<file path="src/rtl/ahb_matrix_decoder_param.sv">
// AHB matrix output-stage decoder: address-range port select, built-in default slave, data-phase response mux.
// Latency: sel_vec/active_dec are combinational; data-phase ready/resp/rdata follow the address phase by one HCLK.
// Backpressure: data_port and the default-slave OK-exit only advance on HREADYS; HREADYOUTS carries port or ERROR waits back.
module ahb_matrix_decoder_param #(
    parameter int                      NUM_PORTS = 2,
    parameter logic [22*NUM_PORTS-1:0] BASE      = {22'h100000, 22'h080000},
    parameter logic [22*NUM_PORTS-1:0] LIMIT     = {22'h13FFFF, 22'h08003F},
    parameter logic [NUM_PORTS-1:0]    PORT_EN   = {NUM_PORTS{1'b1}}
) (
    input  logic                      HCLK,
    input  logic                      HRESETn,
    input  logic                      HREADYS,
    input  logic                      sel_dec,
    input  logic [21:0]               decode_addr_dec,
    input  logic [1:0]                trans_dec,
    input  logic [NUM_PORTS-1:0]      active_vec,
    input  logic [NUM_PORTS-1:0]      readyout_vec,
    input  logic [2*NUM_PORTS-1:0]    resp_vec,
    input  logic [32*NUM_PORTS-1:0]   rdata_vec,
    input  logic                      err_clr,
    output logic [NUM_PORTS-1:0]      sel_vec,
    output logic                      active_dec,
    output logic                      HREADYOUTS,
    output logic [1:0]                HRESPS,
    output logic [31:0]               HRDATAS,
    output logic [7:0]                err_cnt
);

    typedef enum logic [1:0] {
        DS_OK   = 2'd0,
        DS_ERR1 = 2'd1,
        DS_ERR2 = 2'd2
    } ds_state_t;

    logic [NUM_PORTS:0] addr_port;
    logic [NUM_PORTS:0] data_port;
    logic               addr_hit;
    logic               ds_sel;
    logic               err_start;
    logic               err_entry;
    ds_state_t          ds_state;
    logic               ds_ready;
    logic [1:0]         ds_resp;

    // Address-phase target: sticky IDLE hold first, then lowest-index range match, else default slave
    always_comb begin
        addr_port = '0;
        addr_hit  = 1'b0;
        if (trans_dec == 2'b00) begin
            for (int i = 0; i < NUM_PORTS; i++) begin
                if (data_port[i]) begin
                    addr_port[i] = 1'b1;
                    addr_hit     = 1'b1;
                end
            end
        end
        if (!addr_hit) begin
            for (int i = 0; i < NUM_PORTS; i++) begin
                if (!addr_hit && PORT_EN[i] &&
                    (decode_addr_dec >= BASE[22*i +: 22]) &&
                    (decode_addr_dec <= LIMIT[22*i +: 22])) begin
                    addr_port[i] = 1'b1;
                    addr_hit     = 1'b1;
                end
            end
        end
        if (!addr_hit) begin
            addr_port[NUM_PORTS] = 1'b1;
        end
    end

    // Per-port selects and the active flag of the current address-phase target
    always_comb begin
        sel_vec    = sel_dec ? addr_port[NUM_PORTS-1:0] : '0;
        active_dec = addr_port[NUM_PORTS];
        for (int i = 0; i < NUM_PORTS; i++) begin
            if (addr_port[i] && active_vec[i]) begin
                active_dec = 1'b1;
            end
        end
    end

    assign ds_sel    = sel_dec & addr_port[NUM_PORTS];
    assign err_start = ds_sel & HREADYS & trans_dec[1];
    // ERR1 is the only state that cannot accept a new ERROR start
    assign err_entry = err_start & (ds_state != DS_ERR1);

    // Data-phase port register: captures the target when the previous transfer completes
    always_ff @(posedge HCLK or negedge HRESETn) begin
        if (!HRESETn) begin
            data_port <= '0;
        end else if (HREADYS) begin
            data_port <= addr_port;
        end
    end

    // Default-slave two-cycle ERROR sequence with registered ready/response
    always_ff @(posedge HCLK or negedge HRESETn) begin
        if (!HRESETn) begin
            ds_state <= DS_OK;
            ds_ready <= 1'b1;
            ds_resp  <= 2'b00;
        end else begin
            case (ds_state)
                DS_ERR1: begin
                    ds_state <= DS_ERR2;
                    ds_ready <= 1'b1;
                    ds_resp  <= 2'b01;
                end
                DS_OK, DS_ERR2: begin
                    if (err_start) begin
                        ds_state <= DS_ERR1;
                        ds_ready <= 1'b0;
                        ds_resp  <= 2'b01;
                    end else begin
                        ds_state <= DS_OK;
                        ds_ready <= 1'b1;
                        ds_resp  <= 2'b00;
                    end
                end
                default: begin
                    ds_state <= DS_OK;
                    ds_ready <= 1'b1;
                    ds_resp  <= 2'b00;
                end
            endcase
        end
    end

    // Saturating count of ERROR sequences started; clear wins over a same-cycle increment
    always_ff @(posedge HCLK or negedge HRESETn) begin
        if (!HRESETn) begin
            err_cnt <= 8'h00;
        end else if (err_clr) begin
            err_cnt <= 8'h00;
        end else if (err_entry && (err_cnt != 8'hFF)) begin
            err_cnt <= err_cnt + 8'h01;
        end
    end

    // Data-phase mux back to the input stage; an empty data phase returns a zero-wait OKAY
    always_comb begin
        HREADYOUTS = 1'b1;
        HRESPS     = 2'b00;
        HRDATAS    = 32'h0000_0000;
        for (int i = 0; i < NUM_PORTS; i++) begin
            if (data_port[i]) begin
                HREADYOUTS = readyout_vec[i];
                HRESPS     = resp_vec[2*i +: 2];
                HRDATAS    = rdata_vec[32*i +: 32];
            end
        end
        if (data_port[NUM_PORTS]) begin
            HREADYOUTS = ds_ready;
            HRESPS     = ds_resp;
            HRDATAS    = 32'h0000_0000;
        end
    end

endmodule

</file>
<file path="config.mk">
export PLATFORM = sky130hd
export DESIGN_NAME = ahb_matrix_decoder_param
export DESIGN_NICKNAME = d
export VERILOG_FILES = /design/src/rtl/ahb_matrix_decoder_param.sv
export SDC_FILE = /design/constraint.sdc
export NUM_CORES = 1
export LEC_CHECK = 0
export CAP_MARGIN = 20
export CORE_MARGIN = 2
export CORE_UTILIZATION = 28
export CTS_CLUSTER_DIAMETER = 60
export CTS_CLUSTER_SIZE = 28
export DETAILED_ROUTE_END_ITERATION = 10
export PLACE_DENSITY = 0.8
export SYNTH_ARGS = -nofsm -noshare
export SYNTH_HDL_FRONTEND = slang
export SYNTH_SLANG_ARGS = --single-unit
</file>
<file path="constraint.sdc">
create_clock -name HCLK -period 1.8 [get_ports HCLK]
set_input_delay 0.36 -clock HCLK [delete_from_list [all_inputs] [get_ports HCLK]]
set_output_delay 0.36 -clock HCLK [all_outputs]
set_load 0.01 [all_outputs]
</file>
==> results of run 1 <==
registers in the layout, indices dropped and copies added, names as in the netlist:
| signal | cells |
|---|---|
| ds_state | 2 |
| ds_resp | 1 |
| ds_ready | 1 |
| err_cnt | 8 |
| data_port | 3 |
power by group:
part           switching, mW  internal, mW  total (mW)  leakage [nW]
logic                  0.214         0.324       0.538          1.14
registers             0.0105         0.348       0.359         0.198
clock network          0.126         0.154       0.280        0.0255
total                  0.351         0.826        1.18          1.36
path summary, 6_finish.rpt:
check / cells after the start / slack [ns] / start / to
max in group asynchronous: 2 / 1.14 / HRESETn / ds_ready
hold / removal: 2 / 0.42 / HRESETn / err_cnt[7]
setup reg to reg: 6 / 0.12 / err_cnt[0] / err_cnt[7]
setup / recovery: 7 / -0.14 / data_port[1] / active_dec
min in group HCLK: 1 / 0.45 / ds_state[1] / ds_state[1]
hold reg to reg: 1 / 0.45 / ds_state[1] / ds_state[1]
layout make-up:
class | count | area, um^2 | share of cell area (%)
inverters | 5 | 18.77 | 0.5841
multi-input cells | 132 | 1106 | 34.42
clock inverters | 1 | 5.005 | 0.1558
well taps | 52 | 65.06 | 2.025
clock buffers | 3 | 41.29 | 1.285
repair buffers | 185 | 1600 | 49.81
flip-flops and latches | 15 | 376.6 | 11.72
stage by stage:
step | power [mW] | setup TNS, ns
after floorplan | 0.5077 | 0
after global placement | 0.8308 | -7.810
after detailed placement | 0.8374 | -8.923
after CTS | 1.119 | -2.003
after global routing | 1.233 | -4.950
final | 1.177 | -2.268
metal layers:
layer,share of wire (%),global-route usage [%],vias up
met2,54,38.68,84
met4,2.6,5.031,0
met1,36,26.67,938
met3,6.5,3.938,14
li1,-,-,968
met5,0,0,-
logic make-up after synthesis:
kind of cell	Yosys count
mux	3
buf+inv	19
compound gates	53
flops	15
xor+xnor	2
fa+ha+maj	1
simple gates	73
critical path, cell delays in order (launching register included):
cell and delay, ns:
dfrtp_1 0.43, inv_2 0.10, nor3_4 0.05, buf_4 0.14, a21oi_4 0.14, inv_2 0.04, a221o_1 0.28, buf_2 0.14
synth_stat cells (all sizes together):
cell / count
and4: 1
o21ai: 7
and3: 1
dfstp: 1
nor3: 1
and2: 1
mux2: 2
nand2: 6
nand2b: 1
o21ba: 1
ha: 1
buf: 3
a22oi: 34
nand4: 3
clkdlybuf4s25: 1
inv: 5
clkbuf: 10
o31ai: 2
mux2i: 1
or3: 3
o22ai: 1
nand3: 6
a221o: 1
nor2: 40
nor2b: 3
xor2: 2
a21oi: 7
or4: 2
nor4: 3
dfrtp: 14
nor4b: 2
what timing repair did:
action,in CTS,in global routing
gates resized for setup,211,74
gates cloned,1,0
endpoints found under the setup margin,43,42
setup buffers,15,6
pin swaps,13,41
==> reports/qor.txt, run 1 <==
status -> finished, violations left
failing checks -> setup timing
GR Overflow Total -> 0
fmax -> 516.1 MHz
minimum clock period -> 1.938 ns
commonest non-fill, non-tap cell in the layout -> clkdlybuf4s50_1
DP Worst Slack -> -0.9166 ns
WP data arrival -> 1.58 ns
Syn Inst Count -> 166
per-cell routed wire length -> 15.79 um
LEAKAGE -> 1.363 nW
fin crit share -> 107.7%
Root Buffer -> clkbuf_8
core area -> 4384 um^2
largest cells by area after synthesis -> dfrtp_1 (27%), a22oi_1 (20%), nor2_1 (11%)
worst setup margin -> -0.1377 ns
clk buf depth -> 2
Nets -> 444
Die Width -> 71.81 um
Pins Over Slew Limit -> 0
Core Rows -> 24
Rel. slew slack -> 79.41%
drt pass-1 iters -> 4
Setup crit end kind -> output pin
Post-Synth XOR/XNOR Area -> 1.361%
dpl cells -> 368
Synth Area in Compound Gates -> 28.47%
Syn Nets -> 268
proportion of layout cells with a drive suffix above 1 -> 46.63%
crit path max fanout -> 4
highest-count cells in the layout ignoring fill and taps -> clkdlybuf4s50_1 (83), nor2_1 (38), buf_2 (38), a22oi_2 (34), buf_4 (31)
Reg clk slew, reported paths -> 0.06 ns
clock sink count -> 15
routed wire length -> 6.206 mm
diodes inserted -> 0
post-synth top area cell -> dfrtp_1
Avg Cell Area, Syn -> 7.756 um^2
Placer Congestion -> 0.7518
area grow syn2layout -> 149.6%
clock skew -> 0.001061 ns
# setup viols final -> 33
vias per cell -> 5.099
Post-DP HPWL -> 4.270 mm
largest family of logic cells by synthesized area -> simple AND/OR/NAND/NOR gates
Post-Synth Simple-Gate Area -> 30.71%
post-synthesis sequential area ratio -> 29.25%
Placed Area -> 2894 um^2
Inserted Clock Buffers -> 3
Core Util, Final -> 73.29%
CP startpoint kind -> register
antenna violations before repair -> 0
max-cap viol count -> 0
Worst Max-Slew Pin Slew -> 0.3079 ns
Yosys cell types -> 38
GR Util All Layers -> 21.56%
Post-Synth Adder-Cell Area -> 0.9718%
initial core utilization -> 29.37%
DRT antenna net count -> 0
yosys warns -> 0
fill count -> 326
die area -> 5157 um^2
Worst-Skew Late Latency -> 0.25 ns
post-synthesis instance area -> 1287 um^2
via count -> 2004
Yosys reg bits -> 15
HP Class -> input port to asynchronous set/reset pin
Hold Slack -> 0.4153 ns
RSZ-0062 raised after global routing -> yes
Post-CTS Hold Fix Bufs -> 0
post-synth top area share -> 27.21%
pin count of the biggest net entering global routing -> 28
DR DRC count -> 0
Hold Violations, Final -> 0
critical path required time -> 1.44 ns
post-route cell area -> 3213 um^2
H-tree levels -> 1
post-synthesis mux area share -> 2.527%
vias in the first global route -> 1875
Max IR drop VDD -> 0.4604 mV
violation count after the first detailed-route iteration -> 35
number of non-filler instances in the completed layout -> 393
Port Buf Inserts -> 140
Die H -> 71.81 um
CTS tree -> done
Power Dens Cells -> 366.2 nW/um^2
CP Class -> register to output pin
first-pass GRT wire length -> 9.039 mm
io pins -> 147
Power figures use the tool's default switching activity.
==> run 2, diff against run 1 <==
--- a/config.mk
+++ b/config.mk
@@ -11,7 +11,9 @@
 export CTS_CLUSTER_DIAMETER = 60
 export CTS_CLUSTER_SIZE = 28
 export DETAILED_ROUTE_END_ITERATION = 10
+export HOLD_SLACK_MARGIN = 0.06
 export PLACE_DENSITY = 0.8
+export SKIP_CTS_REPAIR_TIMING = 1
 export SYNTH_ARGS = -nofsm -noshare
 export SYNTH_HDL_FRONTEND = slang
 export SYNTH_SLANG_ARGS = --single-unit
==> reports/qor.txt, run 2 (synthesis gave the netlist of run 1 again) <==
Worst R2R Path Depth -> 6 (unchanged)
GR Util All Layers -> 19.50% (-2.1 points)
fill count -> 342 (+4.9%)
commonest non-fill, non-tap cell in the layout -> clkdlybuf4s50_1
R2R Path End -> err_cnt[7]
per-cell routed wire length -> 16.25 um (+2.9%)
core area -> 4384 um^2 (unchanged)
area grow syn2layout -> 143.6%
initial core utilization -> 29.37% (unchanged)
RSZ-0062 raised after global routing -> yes
worst setup margin -> -0.2054 ns (-0.06772 ns)
Setup crit end kind -> output pin
Die Width -> 71.81 um (unchanged)
clock skew -> 0.0007036 ns (-0.0003578 ns)
Crit. Startpoint -> data_port[1]
Reg clk slew, reported paths -> 0.06 ns (about the same)
Worst Max-Slew Pin Slew -> 0.3207 ns (+0.01288 ns)
Max IR drop VDD -> 0.4955 mV (+7.6%)
minimum clock period -> 2.005 ns (+0.06772 ns)
Port Buf Inserts -> 140 (unchanged)
# setup viols final -> 16 (-52%)
H-tree levels -> 1 (unchanged)
CP Class -> register to output pin
CTS tree -> done
RR Startpoint -> err_cnt[0]
highest-count cells in the layout ignoring fill and taps -> clkdlybuf4s50_1 (84), nor2_1 (38), dlymetal6s2s_1 (27), buf_4 (24), a22oi_1 (23)
antenna violations before repair -> 0 (unchanged)
die area -> 5157 um^2 (unchanged)
R2R setup slack -> 0.13 ns (about the same)
GR Overflow Total -> 0 (unchanged)
Core Util, Final -> 71.55% (-1.7 points)
vias in the first global route -> 1774 (-5.4%)
first-pass GRT wire length -> 8.238 mm (-8.9%)
vias per cell -> 5.089 (-0.19%)
diodes inserted -> 0 (unchanged)
DR DRC count -> 0 (unchanged)
pin count of the biggest net entering global routing -> 28 (unchanged)
io pins -> 147 (unchanged)
Inserted Clock Buffers -> 3 (unchanged)
Largest regs -> err_cnt (8), data_port (3), ds_state (2)
Core Rows -> 24 (unchanged)
routed wire length -> 6.174 mm (-0.52%)
Largest register FFs -> 8 (unchanged)
clock sink count -> 15 (unchanged)
proportion of layout cells with a drive suffix above 1 -> 30.18% (-16 points)
failing checks -> setup timing
max-cap viol count -> 0 (unchanged)
fin crit share -> 111.4% (+3.8 points)
via count -> 1934 (-3.5%)
Rel. slew slack -> 78.39% (-1.0 points)
Nets -> 431 (-2.9%)
Largest Register -> err_cnt
Die H -> 71.81 um (unchanged)
Power Dens Cells -> 363.0 nW/um^2 (-0.88%)
Root Buffer -> clkbuf_8
fmax -> 498.6 MHz (-3.4%)
Worst-Skew Late Latency -> 0.25 ns (about the same)
violation count after the first detailed-route iteration -> 60 (+71%)
CP startpoint kind -> register
LEAKAGE -> 1.636 nW (+20%)
WP data arrival -> 1.65 ns (+0.07 ns)
Placer Congestion -> 0.7518 (unchanged)
Post-DP HPWL -> 4.270 mm (unchanged)
status -> finished, violations left
drt pass-1 iters -> 4 (unchanged)
clk buf depth -> 2 (unchanged)
DP Worst Slack -> -0.9166 ns (unchanged)
crit path max fanout -> 9 (+5)
DRT antenna net count -> 0 (unchanged)
Hold Violations, Final -> 0 (unchanged)
Pins Over Slew Limit -> 0 (unchanged)
critical path required time -> 1.44 ns (about the same)
HP Class -> input port to asynchronous set/reset pin
==> run 2: cell count changes in the layout (fill, tap and decap cells not counted), sizes merged <==
cell | before | now
buf | 87 | 52
clkbuf | 13 | 11
clkdlybuf4s15 | 2 | 0
clkdlybuf4s50 | 83 | 84
dlygate4sd2 | 2 | 0
dlymetal6s2s | 1 | 27
nand3 | 6 | 7
==> run 2: worst max-delay path, cell delays in order (launching register included) <==
cell,delay [ns]
dfrtp_2,0.44
buf_4,0.18
o21ai_0,0.30
and3_4,0.24
a221o_1,0.10
buf_2,0.13
==> run 2: layout make-up <==
type / count / area (um^2) / share of cell area, %
clock buffer: 3 / 41.29 / 1.316
multi-input combinational: 133 / 994.7 / 31.71
tap: 52 / 65.06 / 2.074
clock inverter: 1 / 5.005 / 0.1596
timing repair buffer: 171 / 1634 / 52.09
sequential: 15 / 377.9 / 12.05
inverter: 5 / 18.77 / 0.5983
==> run 2: per-layer routing <==
metal,routed length (um),track usage (%),vias to the layer above
met5,0,0,-
met4,163,3.983,0
met3,413,3.376,16
met2,3362,35.60,90
met1,2234,23.96,891
li1,-,-,937
==> run 2: power by group <==
| group | switching (mW) | total [mW] | internal (mW) |
|---|---|---|---|
| sequential | 0.0113 | 0.360 | 0.348 |
| combinational | 0.191 | 0.494 | 0.303 |
| clock | 0.131 | 0.285 | 0.154 |
==> run 2: per-stage QoR <==
step                      hold WS [ns]  TNS [ns]  instances  area [um^2]  power (mW)
after floorplan                0.06441         0        166         1287      0.5077
after global placement          0.4274    -7.810        368         2894      0.8308
after detailed placement        0.4402    -8.923        368         2894      0.8374
after CTS                       0.4198    -15.79        372         2940       1.118
after global routing            0.4444    -2.170        380         3137       1.190
final                           0.4127   -0.8058        380         3137       1.139
==> run 2: how the worst max path moves through the flow <==
stage | depth (start not counted) | slack [ns] | endpoint
floorplan | 4 | 0.11 | active_dec
global placement | 6 | -0.82 | active_dec
detailed placement | 6 | -0.92 | active_dec
CTS | 6 | -0.92 | active_dec
global route | 5 | -0.31 | active_dec
finish | 5 | -0.21 | active_dec
==> run 3, diff against run 2 <==
--- a/config.mk
+++ b/config.mk
@@ -5,14 +5,13 @@
 export SDC_FILE = /design/constraint.sdc
 export NUM_CORES = 1
 export LEC_CHECK = 0
-export CAP_MARGIN = 20
 export CORE_MARGIN = 2
 export CORE_UTILIZATION = 28
 export CTS_CLUSTER_DIAMETER = 60
-export CTS_CLUSTER_SIZE = 28
 export DETAILED_ROUTE_END_ITERATION = 10
 export HOLD_SLACK_MARGIN = 0.06
 export PLACE_DENSITY = 0.8
+export SETUP_SLACK_MARGIN = 0.3
 export SKIP_CTS_REPAIR_TIMING = 1
 export SYNTH_ARGS = -nofsm -noshare
 export SYNTH_HDL_FRONTEND = slang
==> reports/qor.txt, run 3 (synthesis gave the netlist of run 1 again) <==
Sw Pwr -> 0.3457 mW (+3.6%)
Reg clk slew, reported paths -> 0.06 ns (about the same)
Rel. slew slack -> 75.33% (-3.1 points)
Largest register FFs -> 8 (unchanged)
Core Rows -> 24 (unchanged)
clock skew -> 0.003804 ns (+0.003101 ns)
antenna violations before repair -> 0 (unchanged)
Port Buf Inserts -> 140 (unchanged)
Pins Over Slew Limit -> 0 (unchanged)
GR Overflow Total -> 0 (unchanged)
Gate power share -> 44.9% (+1.5 points)
Clock power frac -> 23.9% (-1.1 points)
critical path required time -> 1.44 ns (about the same)
CP startpoint kind -> register
Largest regs -> err_cnt (8), data_port (3), ds_state (2)
CTS tree -> done
H-tree levels -> 1 (unchanged)
area grow syn2layout -> 158.0%
die area -> 5157 um^2 (unchanged)
WP data arrival -> 1.66 ns (about the same)
max-cap viol count -> 0 (unchanged)
crit path max fanout -> 4 (-5)
Sw Ratio -> 29.54% (+0.23 points)
Largest Register -> err_cnt
Core Util, Final -> 75.77% (+4.2 points)
proportion of layout cells with a drive suffix above 1 -> 47.16% (+17 points)
status -> finished, violations left
Int Power -> 0.8246 mW (+2.4%)
Setup crit end kind -> output pin
core area -> 4384 um^2 (unchanged)
initial core utilization -> 29.37% (unchanged)
vias per cell -> 5.067 (-0.44%)
violation count after the first detailed-route iteration -> 55 (-8.3%)
Max IR drop VDD -> 0.3865 mV (-22%)
fill count -> 298 (-13%)
LEAKAGE -> 1.577 nW (-3.6%)
io pins -> 147 (unchanged)
via count -> 1961 (+1.4%)
WP buf/inv -> 3 (+1)
Worst Max-Slew Pin Slew -> 0.3688 ns (+0.04808 ns)
worst setup margin -> -0.2240 ns (-0.01859 ns)
# setup viols final -> 27 (+11)
pin count of the biggest net entering global routing -> 32 (+14%)
max incr delay on CP -> 0.43 ns (about the same)
GR Util All Layers -> 19.12% (-0.38 points)
clk buf depth -> 2 (unchanged)
per-cell routed wire length -> 16.50 um (+1.5%)
RR Startpoint -> err_cnt[0]
Placer Congestion -> 0.7635 (+1.6%)
RSZ-0062 raised after global routing -> yes
drt pass-1 iters -> 4 (unchanged)
DR DRC count -> 0 (unchanged)
DRT antenna net count -> 0 (unchanged)
crit-path cells -> inv_2, nor3_4, o21ai_4, buf_6, a221o_1, buf_2
failing checks -> setup timing
fmax -> 494.1 MHz (-0.92%)
Worst-Skew Late Latency -> 0.26 ns (about the same)
sequential group share of total power -> 31.2% (-0.4 points)
CP Class -> register to output pin
routed wire length -> 6.385 mm (+3.4%)
fin crit share -> 112.4% (+1.0 points)
diodes inserted -> 0 (unchanged)
Nets -> 438 (+1.6%)
Die H -> 71.81 um (unchanged)
commonest non-fill, non-tap cell in the layout -> clkdlybuf4s50_1
minimum clock period -> 2.024 ns (+0.01859 ns)
HP Class -> input port to asynchronous set/reset pin
Crit. Startpoint -> data_port[1]
clock sink count -> 15 (unchanged)
Die Width -> 71.81 um (unchanged)
number of non-filler instances in the completed layout -> 387 (+1.8%)
Post-DP HPWL -> 4.260 mm (-0.25%)
highest-count cells in the layout ignoring fill and taps -> clkdlybuf4s50_1 (74), nor2_1 (39), buf_2 (35), a22oi_2 (33), buf_4 (21)
Hold Violations, Final -> 0 (unchanged)
Power Dens Cells -> 352.3 nW/um^2 (-3.0%)
Root Buffer -> clkbuf_8
first-pass GRT wire length -> 7.976 mm (-3.2%)
Inserted Clock Buffers -> 3 (unchanged)
Top delay family on crit path -> flip-flops
Power, Total -> 1.170 mW (+2.8%)
vias in the first global route -> 1667 (-6.0%)
dpl cells -> 364 (-1.1%)
critical path's slowest cell -> dfrtp_2
-- run 3: changes by cell type in the layout (fill, tap and decap cells not counted), sizes merged --
cell,previous run,this run
nand3,7,6
buf,52,78
clkdlybuf4s50,84,74
clkbuf,11,12
dlymetal6s2s,27,18
-- run 3: power groups by stage --
stage,Clock [mW],Combinational (mW),Sequential (mW)
5_1_grt,0.298,0.564,0.367
3_5_place_dp,0,0.484,0.368
6_report,0.280,0.525,0.365
4_1_cts,0.283,0.486,0.362
3_3_place_gp,0,0.479,0.368
2_1_floorplan,0,0.152,0.361
-- run 3: cell type report --
cell class                 count  area [um^2]  share of cell area [%]
multi-input combinational    132         1144                   34.43
timing repair buffer         179         1665                   50.13
clock buffer                   3        41.29                   1.243
inverter                       5        18.77                  0.5650
sequential                    15        382.9                   11.53
tap                           52        65.06                   1.959
clock inverter                 1        5.005                  0.1507
-- run 3: worst paths after layout --
kind	endpoint	slack, ns	cells after the start
max	active_dec	-0.22	6
min	err_cnt[5]	0.41	2
max reg2reg	err_cnt[4]	0.17	7
min reg2reg	ds_state[0]	0.46	1
max in group asynchronous	ds_ready	1.15	2
min in group HCLK	ds_state[0]	0.46	1
-- run 3: routing by layer --
| layer | global-route usage (%) | wire length [um] |
|---|---|---|
| met1 | 23.01 | 2403 |
| met2 | 35.39 | 3462 |
| met3 | 3.516 | 419 |
| met4 | 3.774 | 99 |
| met5 | 0 | 0 |
-- run 3: through the flow --
step / setup TNS (ns) / area, um^2 / hold WS, ns / setup WS (ns)
floorplan: 0 / 1370 / 0.06441 / 0.1549
global placement: -8.346 / 2929 / 0.4321 / -0.7577
global route: -3.686 / 3322 / 0.4505 / -0.2677
CTS: -16.97 / 2975 / 0.4206 / -0.8054
detailed placement: -9.018 / 2929 / 0.4474 / -0.8023
finish: -1.888 / 3322 / 0.4076 / -0.2240
